## src/rtl/lss_seq_shifter_if.sv

```systemverilog
// rtl/lss_seq_shifter_if.sv - request/result signal bundle for lss_seq_shifter
interface lss_seq_shifter_if #(
   parameter int N  = 8,
   parameter int SW = 3
);
   logic          start;
   logic [2:0]    mode;
   logic [SW-1:0] amt;
   logic [N-1:0]  din;
   logic          sin;
   logic          busy;
   logic          done;
   logic [N-1:0]  dout;
   logic          cout;

   modport master (
      output start, mode, amt, din, sin,
      input  busy, done, dout, cout
   );

   modport slave (
      input  start, mode, amt, din, sin,
      output busy, done, dout, cout
   );
endinterface

```

## src/rtl/lss_seq_shifter.sv

```systemverilog
// rtl/lss_seq_shifter.sv - multi-cycle load/shift/rotate register, one bit per clock
// Optional rotate modes (ROL/ROR) are built only when LSS_ROTATE_EN is defined.
module lss_seq_shifter #(
   parameter int N  = 8,
   parameter int SW = 3
) (
   input  logic             clk,
   input  logic             rst,
   lss_seq_shifter_if.slave bus
);
   localparam logic [2:0]    M_SLL  = 3'b000;
   localparam logic [2:0]    M_SRL  = 3'b001;
   localparam logic [2:0]    M_SRA  = 3'b010;
`ifdef LSS_ROTATE_EN
   localparam logic [2:0]    M_ROL  = 3'b011;
   localparam logic [2:0]    M_ROR  = 3'b100;
`endif
   localparam logic [SW:0]   N_WIDE = (SW+1)'(N);
   localparam logic [SW-1:0] K_MAX  = SW'(N-1);

   typedef enum logic [1:0] {
      S_IDLE  = 2'd0,
      S_SHIFT = 2'd1,
      S_DONE  = 2'd2
   } state_t;

   state_t        state;
   state_t        state_nxt;
   logic [2:0]    op;
   logic [SW-1:0] cnt;
   logic [N-1:0]  data;
   logic          carry;

   logic          accept;
   logic          is_load;
   logic [SW-1:0] k;
   logic [N-1:0]  data_shift;
   logic          carry_shift;

   // Requests are only taken when no shift is in flight, including the DONE cycle.
   assign accept = bus.start && (state != S_SHIFT);

   always_comb begin
      is_load = 1'b1;
      case (bus.mode)
         M_SLL, M_SRL, M_SRA: is_load = 1'b0;
`ifdef LSS_ROTATE_EN
         M_ROL, M_ROR:        is_load = 1'b0;
`endif
         default:             is_load = 1'b1;
      endcase
   end

   always_comb begin
      k = bus.amt;
      if ({1'b0, bus.amt} >= N_WIDE) begin
         k = K_MAX;
      end
      if (is_load) begin
         k = '0;
      end
   end

   always_comb begin
      data_shift  = data;
      carry_shift = carry;
      case (op)
         M_SLL: begin
            data_shift  = {data[N-2:0], bus.sin};
            carry_shift = data[N-1];
         end
         M_SRL: begin
            data_shift  = {bus.sin, data[N-1:1]};
            carry_shift = data[0];
         end
         M_SRA: begin
            data_shift  = {data[N-1], data[N-1:1]};
            carry_shift = data[0];
         end
`ifdef LSS_ROTATE_EN
         M_ROL: begin
            data_shift  = {data[N-2:0], data[N-1]};
            carry_shift = data[N-1];
         end
         M_ROR: begin
            data_shift  = {data[0], data[N-1:1]};
            carry_shift = data[0];
         end
`endif
         default: begin
            data_shift  = data;
            carry_shift = carry;
         end
      endcase
   end

   always_ff @(posedge clk) begin
      if (rst) begin
         state <= S_IDLE;
      end else begin
         state <= state_nxt;
      end
   end

   always_comb begin
      state_nxt = state;
      case (state)
         S_IDLE, S_DONE: begin
            if (accept) begin
               state_nxt = (k == '0) ? S_DONE : S_SHIFT;
            end else begin
               state_nxt = S_IDLE;
            end
         end
         S_SHIFT: begin
            if (cnt == SW'(1)) begin
               state_nxt = S_DONE;
            end
         end
         default: state_nxt = S_IDLE;
      endcase
   end

   always_comb begin
      bus.busy = (state == S_SHIFT);
      bus.done = (state == S_DONE);
      bus.dout = data;
      bus.cout = carry;
   end

   // Data path: load on accept, one step per SHIFT cycle, hold otherwise.
   always_ff @(posedge clk) begin
      if (rst) begin
         data  <= '0;
         carry <= 1'b0;
         cnt   <= '0;
         op    <= M_SLL;
      end else if (accept) begin
         data  <= bus.din;
         carry <= 1'b0;
         cnt   <= k;
         op    <= bus.mode;
      end else if (state == S_SHIFT) begin
         data  <= data_shift;
         carry <= carry_shift;
         cnt   <= cnt - SW'(1);
      end
   end
endmodule

```

## src/flat_wrapper.sv

```systemverilog
// flat-port wrapper written by rule: the top's interface ports become plain ports
module lss_seq_shifter_flat 
#(
   parameter int N  = 8,
   parameter int SW = 3
)
  (clk, rst, bus_start, bus_mode, bus_amt, bus_din, bus_sin, bus_busy, bus_done, bus_dout, bus_cout);
  lss_seq_shifter_if #(.N(N), .SW(SW)) bus_i ();
  input  logic clk;
  input  logic rst;
  input wire logic [$bits(bus_i.start)-1:0] bus_start;
  input wire logic [$bits(bus_i.mode)-1:0] bus_mode;
  input wire logic [$bits(bus_i.amt)-1:0] bus_amt;
  input wire logic [$bits(bus_i.din)-1:0] bus_din;
  input wire logic [$bits(bus_i.sin)-1:0] bus_sin;
  output wire logic [$bits(bus_i.busy)-1:0] bus_busy;
  output wire logic [$bits(bus_i.done)-1:0] bus_done;
  output wire logic [$bits(bus_i.dout)-1:0] bus_dout;
  output wire logic [$bits(bus_i.cout)-1:0] bus_cout;
  assign bus_i.start = bus_start;
  assign bus_i.mode = bus_mode;
  assign bus_i.amt = bus_amt;
  assign bus_i.din = bus_din;
  assign bus_i.sin = bus_sin;
  assign bus_busy = bus_i.busy;
  assign bus_done = bus_i.done;
  assign bus_dout = bus_i.dout;
  assign bus_cout = bus_i.cout;
  lss_seq_shifter #(.N(N), .SW(SW)) u_core (.clk(clk), .rst(rst), .bus(bus_i));
endmodule
```

## config.mk

```make
export PLATFORM = sky130hd
export DESIGN_NAME = lss_seq_shifter_flat
export DESIGN_NICKNAME = d
export VERILOG_FILES = /design/src/rtl/lss_seq_shifter_if.sv /design/src/rtl/lss_seq_shifter.sv /design/src/flat_wrapper.sv
export SDC_FILE = /design/constraint.sdc
export NUM_CORES = 1
export LEC_CHECK = 0
export ABC_AREA = 1
export ABC_CLOCK_PERIOD_IN_PS = 2200
export CAP_MARGIN = 20
export CELL_PAD_IN_SITES_DETAIL_PLACEMENT = 0
export CELL_PAD_IN_SITES_GLOBAL_PLACEMENT = 1
export CORE_AREA = 2 2 58 60
export CTS_BUF_LIST = sky130_fd_sc_hd__clkbuf_4 sky130_fd_sc_hd__clkbuf_8 sky130_fd_sc_hd__clkbuf_16
export DETAILED_ROUTE_END_ITERATION = 16
export DIE_AREA = 0 0 60 62
export PLACE_DENSITY_LB_ADDON = 0.1
export SYNTH_ARGS = -nofsm -noshare
export SYNTH_HDL_FRONTEND = slang
export SYNTH_SLANG_ARGS = --single-unit
export TNS_END_PERCENT = 100
```

## constraint.sdc

```tcl
create_clock -name clk -period 2.2 [get_ports clk]
set_input_delay 0.44 -clock clk [delete_from_list [all_inputs] [get_ports clk]]
set_output_delay 0.44 -clock clk [all_outputs]
set_load 0.02 [all_outputs]
```

* Word-level counts from Yosys, hierarchy flattened
Index checks and enable logic that the tools add are counted.
Word-level totals: bits of input ports 18, logic and storage cells 44, register bits 17, output and inout bits 11
Cells by class: eq/ne operators 10, mux-type cells 11, reductions and logical operators 16, $add $sub $neg 1
Operator list (number):
- $pmux W8 S3 | 1
- $mux W8 | 2
- $eq A3 B1 Y1 const B | 3
- $logic_not A3 Y1 | 3
- $mux W3 | 3
- $eq A3 B2 Y1 const B | 2
- $mux W2 | 3
- $ne A2 B1 Y1 const B | 3
- $reduce_or A2 Y1 | 3
- $pmux W2 S2 | 1
- $reduce_and A2 Y1 | 2
- $reduce_bool A2 Y1 | 2
- $reduce_bool A4 Y1 | 1
- $reduce_and A3 Y1 | 1
- $reduce_bool A3 Y1 | 1
- $reduce_or A3 Y1 | 1
- $sub A3 B1 Y3 const B | 1
- $eq A2 B1 Y1 const B | 1
- $eq A2 B2 Y1 const B | 1
- $logic_not A2 Y1 | 1
- $pmux W1 S2 | 1
- $logic_and A1 B1 Y1 | 1

* Depth between registers and ports, before layout
word-level depth 7, gate-level depth with buffers 9, depth with buffers taken out 9

* Worst setup path after synthesis
Ideal clock, no wire load.
path kind input port to flip-flop, from input port bus_mode[1], to register u_core.state[0], path buffers 0, required time 2.130 ns, stages on the path 4, setup time 0.070 ns, data arrival time 1.022 ns, slack 1.109 ns, cell sequence a21oi_1 o31ai_1 nand2b_1 a21oi_1
On the way: cells in the longest elaborated chain, start to end 7, elaborated cells between the ends (all ways) 9, classes of those cells 2 x eq/ne; 4 x mux; 3 x reduce/logical
RTL lines:
- start: declaration | line flat_wrapper.sv:12 | input wire logic [$bits(bus_i.mode)-1:0] bus_mode;
- $eq A3 B1 Y1, or another cell as far along | line lss_seq_shifter.sv:45 | case (bus.mode)
- $reduce_or A3 Y1 * | line lss_seq_shifter.sv:45
- $mux W3 * | line lss_seq_shifter.sv:59 | if (is_load) begin
- $logic_not A3 Y1 * | line lss_seq_shifter.sv:110 | state_nxt = (k == '0) ? S_DONE : S_SHIFT;
- $mux W2 * | line lss_seq_shifter.sv:110
- $mux W2 * | line lss_seq_shifter.sv:109 | if (accept) begin
- $pmux W2 S2 * | line lss_seq_shifter.sv:107 | case (state)
- end signal: assignment | line lss_seq_shifter.sv:101 | state <= state_nxt;
- end: declaration | line lss_seq_shifter.sv:27 | state_t state;
Mark *: on every way between the ends. The rest lies on a longest branch, timed or not. A chain may end at the register's enable or synchronous reset.

* Worst setup path after layout
from register u_core.state[0], to output port bus_busy
On the way: cells in the longest elaborated chain, start to end 1
RTL lines:
- $eq A2 B1 Y1 | line lss_seq_shifter.sv:125 | bus.busy = (state == S_SHIFT);
- end: declaration | line flat_wrapper.sv:16 | output wire logic [$bits(bus_i.busy)-1:0] bus_busy;
No other way between the ends.

==> results.md <==
- Outcome: finished, final reports clean
- Drt total wl: 2470 um
- CTS tree: done
- First-pass GRT wire length: 3980 um
- CTS hold repair buffers: 0
- Row Count: 21
- IO Port Bufs: 28
- Clk root buf: clkbuf_4
- # Max-Cap Violations: 0
- Sequential area share after synthesis: 0.325
- Initial antenna violation count: 0
- Die Area: 3720 um^2
- Worst Setup Start Kind: register
- Placed cell area: 1360 um^2
- Worst hold start: u_core.bus.dout[7]
- Worst Hold Endpoint: u_core.bus.dout[7]
- Num CTS Buffers: 3
- I/O Pins: 29
- Largest net degree at the start of global routing: 22
- Distinct cells, synth: 21
- WS Path Type: reg2out
- Period utilization: 0.882
- # setup viols final: 0
- Worst EP arrival: 1.50 ns
- Post-layout minimum cycle time: 1.94 ns
- Worst path bufs/invs: 2
- Vias per inst: 4.62
- Hold path depth: 2
- Area leader, netlist: dfxtp_1
- Htree depth: 1
- Number of remaining DRC errors: 0
- Syn Area/Cell: 6.76 um^2
- Vias in the first global route: 937
- Core area: 3180 um^2
- Final Hold Viols: 0
- RSZ-0062 raised after global routing: no
- Sink Count: 17
- Fin. max-slew vios: 0
- Post-DP HPWL: 1910 um
- Setup TNS: 0 ns
- Die X-Extent: 60 um
- Clock Skews: 0.00633 ns
- Post-synthesis register bit count: 17
- Slowest stage delay, CP: 0.60 ns
- Vias: 1062
- Max IR drop VDD: 0.175 mV
- Post-Syn Nets: 175
- Inserted Diodes: 0
- 1st-pass router iterations: 4
- Reg2Reg Depth: 6
- Syn Std Cell Area: 1050 um^2
- Pwr Density: 576 nW/um^2
- Post-CTS repair timing setup buffer count: 0
- Post-route ant nets: 0
- Clock Path Buffers: 2
- Slowest cell on the critical path: clkdlybuf4s50_1
- Worst Max-Slew Pin Slew: 0.347 ns
- Worst path top cell family by delay: buffers and inverters
- Static Leak: 0.619 nW
- Worst R2R Start: u_core.state[0]
- Max Freq: 515 MHz
- Design Area, Final: 1380 um^2
- Synth top area share: 0.325
- Total gr overflow: 0
- Nets: 205
- Synth Instances: 155
- Synth top area cells: dfxtp_1 32%, nand2_1 11%, a21oi_1 9.1%
- First-iteration detailed-routing DRC count: 58
- Worst Path Required: 1.76 ns
- Fillers: 349
- Cell chain of the critical path: nand2_4, inv_2, clkdlybuf4s50_1
- GP Congestion: 0.749
- Clock transition at path regs: 0.11 ns
- Routed wire per std cell: 10.7 um
- Worst setup EP type: output pin
- Slew margin rel.: 0.768
- Synth Warn #: 0
- Hold Crit Class: reg2reg
- Reg2Reg Setup Slack: 0.97 ns
- Area grow syn2layout: 32.0%
- Chip height: 62 um
- Initial core utilization: 0.330
- Clk Latency, worst-skew pair: 0.29 ns
- Worst reg2reg endpoint: u_core.bus.cout
- Post-CTS Resized: 0
- Max FO, Critical Path: 5
- GRT Overall Usage: 0.143
- Share of cells above drive strength 1: 0.0815
- Number of cells on the critical path: 3
## registers in the layout, indices dropped and copies added (netlist names)
register	cells
u_core.cnt	3
u_core.state	2
u_core.bus.dout	8
u_core.bus.cout	1
u_core.op	3
## metal layers
layer  share of wire  GRT usage  wire (um)
met3           0.030     0.0269         73
met1            0.45      0.172       1100
met2            0.52      0.252       1280
met4          0.0049     0.0571         12
met5               0          0          0
## worst max path at each step
stage               startpoint            endpoint  slack [ns]
2_1_floorplan      bus_mode[1]     u_core.state[0]        1.11
3_3_place_gp         bus_start  u_core.bus.dout[7]        0.55
3_5_place_dp         bus_start  u_core.bus.dout[3]        0.51
4_1_cts        u_core.state[0]            bus_busy        0.24
5_1_grt        u_core.state[1]            bus_busy        0.14
6_report       u_core.state[0]            bus_busy        0.26
## layout make-up
type | instances | area (um^2) | area share
clock inverter | 1 | 5.00 | 0.00362
tap | 46 | 57.6 | 0.0416
inverter | 27 | 101 | 0.0732
multi-input combinational | 107 | 569 | 0.411
clock buffer | 3 | 22.5 | 0.0163
sequential | 17 | 340 | 0.246
timing repair buffer | 29 | 288 | 0.208
## worst register-to-register path, stage by stage, from the launching register on
cell     delay (ns)
dfxtp_1        0.41
nand2_4        0.10
nand2_4        0.22
inv_1          0.16
nor3_1         0.19
nand2_1        0.06
inv_1          0.05
## stage by stage
| step | setup slack [ns] | total power, mW | cells | hold WS, ns | util |
|---|---|---|---|---|---|
| 6_report | 0.259 | 0.798 | 230 | 0.522 | 0.435 |
| 5_1_grt | 0.142 | 0.862 | 230 | 0.551 | 0.435 |
| 4_1_cts | 0.236 | 0.815 | 230 | 0.521 | 0.435 |
| 3_5_place_dp | 0.507 | 0.634 | 226 | 0.503 | 0.427 |
| 3_3_place_gp | 0.546 | 0.631 | 226 | 0.507 | 0.427 |
| 2_1_floorplan | 1.11 | 0.538 | 155 | 0.471 | - |
## placed cells by master, fill, tap and decap left out
cell             instances
nand2_1                 32
clkdlybuf4s50_1         28
inv_1                   25
a21oi_1                 19
nand3_1                 19
dfxtp_1                 17
nor2_1                  10
o21ai_1                  6
o21ai_0                  6
nand2_4                  5
clkbuf_4                 3
inv_2                    2
ha_1                     2
nand3b_4                 1
nand3_4                  1
a21oi_2                  1
o31ai_1                  1
nand2b_1                 1
nor3_1                   1
xor2_1                   1
o22ai_1                  1
clkinv_2                 1
buf_4                    1
## Yosys cell counts
cell type / count
nand2_1: 32
inv_1: 25
a21oi_1: 19
nand3_1: 19
dfxtp_1: 17
nor2_1: 10
o21ai_0: 6
o21ai_1: 6
nand2_4: 5
buf_6: 3
ha_1: 2
inv_2: 2
a21oi_2: 1
buf_1: 1
nand2b_1: 1
nand3_4: 1
nand3b_4: 1
nor3_1: 1
o22ai_1: 1
o31ai_1: 1
xor2_1: 1
## report_power, final
group	internal [mW]	switching [mW]
Combinational	0.118	0.140
Clock	0.0676	0.107
Sequential	0.336	0.0288
Total	0.522	0.276
## cell families (layout without fill, tap and decap cells)
kind of cell / after synthesis / in the layout / synth area share
fa+ha+maj: 2 / 2 / 0.0239
compound gates: 34 / 34 / 0.169
xor+xnor: 1 / 1 / 0.00835
simple gates: 70 / 70 / 0.341
flops: 17 / 17 / 0.325
buf+inv: 31 / 60 / 0.132
Note: power is estimated with default switching activity, not from simulation.
==> RTL edit (config.mk and constraints unchanged) <==
Reset style: asynchronous (`rst`), changed in 2 clocked blocks.
--- a/src/rtl/lss_seq_shifter.sv
+++ b/src/rtl/lss_seq_shifter.sv
@@ -96,3 +96,3 @@
 
-   always_ff @(posedge clk) begin
+   always_ff @(posedge clk or posedge rst) begin
       if (rst) begin
@@ -131,3 +131,3 @@
    // Data path: load on accept, one step per SHIFT cycle, hold otherwise.
-   always_ff @(posedge clk) begin
+   always_ff @(posedge clk or posedge rst) begin
       if (rst) begin
Formal check against the unedited RTL: differs if rst is asserted again (counterexample within 4 cycles, from zero or initial values and one cycle with rst high); with rst held inactive, the same outputs for 10 cycles.
==> RTL edit against the unedited design <==
- setup slack got worse by 56 ps
- count of clock-buffer cells in the layout increased by 1
- cell count is 15% lower
- sequential cell count did not move
- first-iteration DRC count is 78% lower
- area after synthesis is 9.3% lower
- wire length decreased by 6.2%
- final area down 6.3%
Power is not compared: it rests on default switching activity, and its combinational part moved more than twofold at a synthesized area within 25%.
==> RTL edit: results (changes against the unedited design) <==
global_routing:
  grtUsageMet3: 0.0207  # -0.00621
  use_met2: 0.233  # -0.0186
  grt_start_max_net_pins: 18  # -18%
  grt_pass1_wl_um: 3710  # -6.9%
setup_path:
  reg2reg_to: "u_core.cnt[2]"
  ff2ff_setup_slack_ps: 720  # -250 ps
  rr_startpoint: "u_core.state[1]"
  worstPathArrival_ps: 1560  # +60 ps
  cpPeakStageDelay_ps: 620  # +20 ps
min_path:
  worstHoldPathType: "in2async"
placement:
  place.gp.congestion: 0.778  # +3.8%
  place_inst: 191  # -15%
  place_ws_ps: 357  # -150 ps
yosys:
  synth_xor_area_frac: 0  # -0.00835
  synth_compound_area_frac: 0.178  # +0.00818
  synth_flop_cell: "dfrtp_1"
  synthDominantCellAreaShare: 0.447  # +0.123
  synth_common_cells: "30 x nand2_1, 17 x dfrtp_1, 16 x inv_1"
  synthesis.nets: 139  # -21%
  synthArstFlopShare: 1.00  # +1.00
  avgSynthCellArea_um2: 7.99  # +18%
  synth_fa_ha_area_frac: 0.0263  # +0.00245
  seq_area_frac_synth: 0.447  # +0.123
layout:
  fin_cells: 195  # -15%
  layout.nets: 170  # -17%
detailed_routing:
  drt-total-wl_um: 2310  # -6.2%
  wl_met1_um: 1080  # -1.6%
  drt_iter0_markers: 13  # -78%
  route.met3.wl_um: 120  # +64%
timing:
  slew_headroom: 0.555  # -0.214
  clock_skew_ps: 5.99  # -0.335 ps
  worst_hold_slack_ps: 531  # +8.27 ps
run_status:
  status: "finished clean"
## RTL edit: power groups by stage
| stage | registers [mW] | clock network, mW | logic (mW) |
|---|---|---|---|
| final | 0.579 | 0.189 | 0.879 |
| after global routing | 0.602 | 0.206 | 0.984 |
| after CTS | 0.583 | 0.197 | 0.888 |
| after detailed placement | 0.590 | 0 | 0.885 |
| after global placement | 0.589 | 0 | 0.886 |
| after floorplan | 0.665 | 0 | 0.469 |
## RTL edit: worst max path at each step
stage                     from                  to  cells past startpoint
2_1_floorplan     u_core.op[0]  u_core.bus.dout[6]                      4
3_3_place_gp         bus_start       u_core.cnt[1]                      5
3_5_place_dp         bus_start       u_core.cnt[2]                      5
4_1_cts        u_core.state[0]            bus_busy                      3
5_1_grt        u_core.state[0]            bus_busy                      3
6_report       u_core.state[0]            bus_busy                      3
## RTL edit: area by class of cell
type                       count  area, um2
fill                         347       1880
multi-input combinational     83        439
sequential                    17        425
timing repair buffer          28        280
inverter                      17       63.8
tap                           46       57.6
clock buffer                   4       30.0
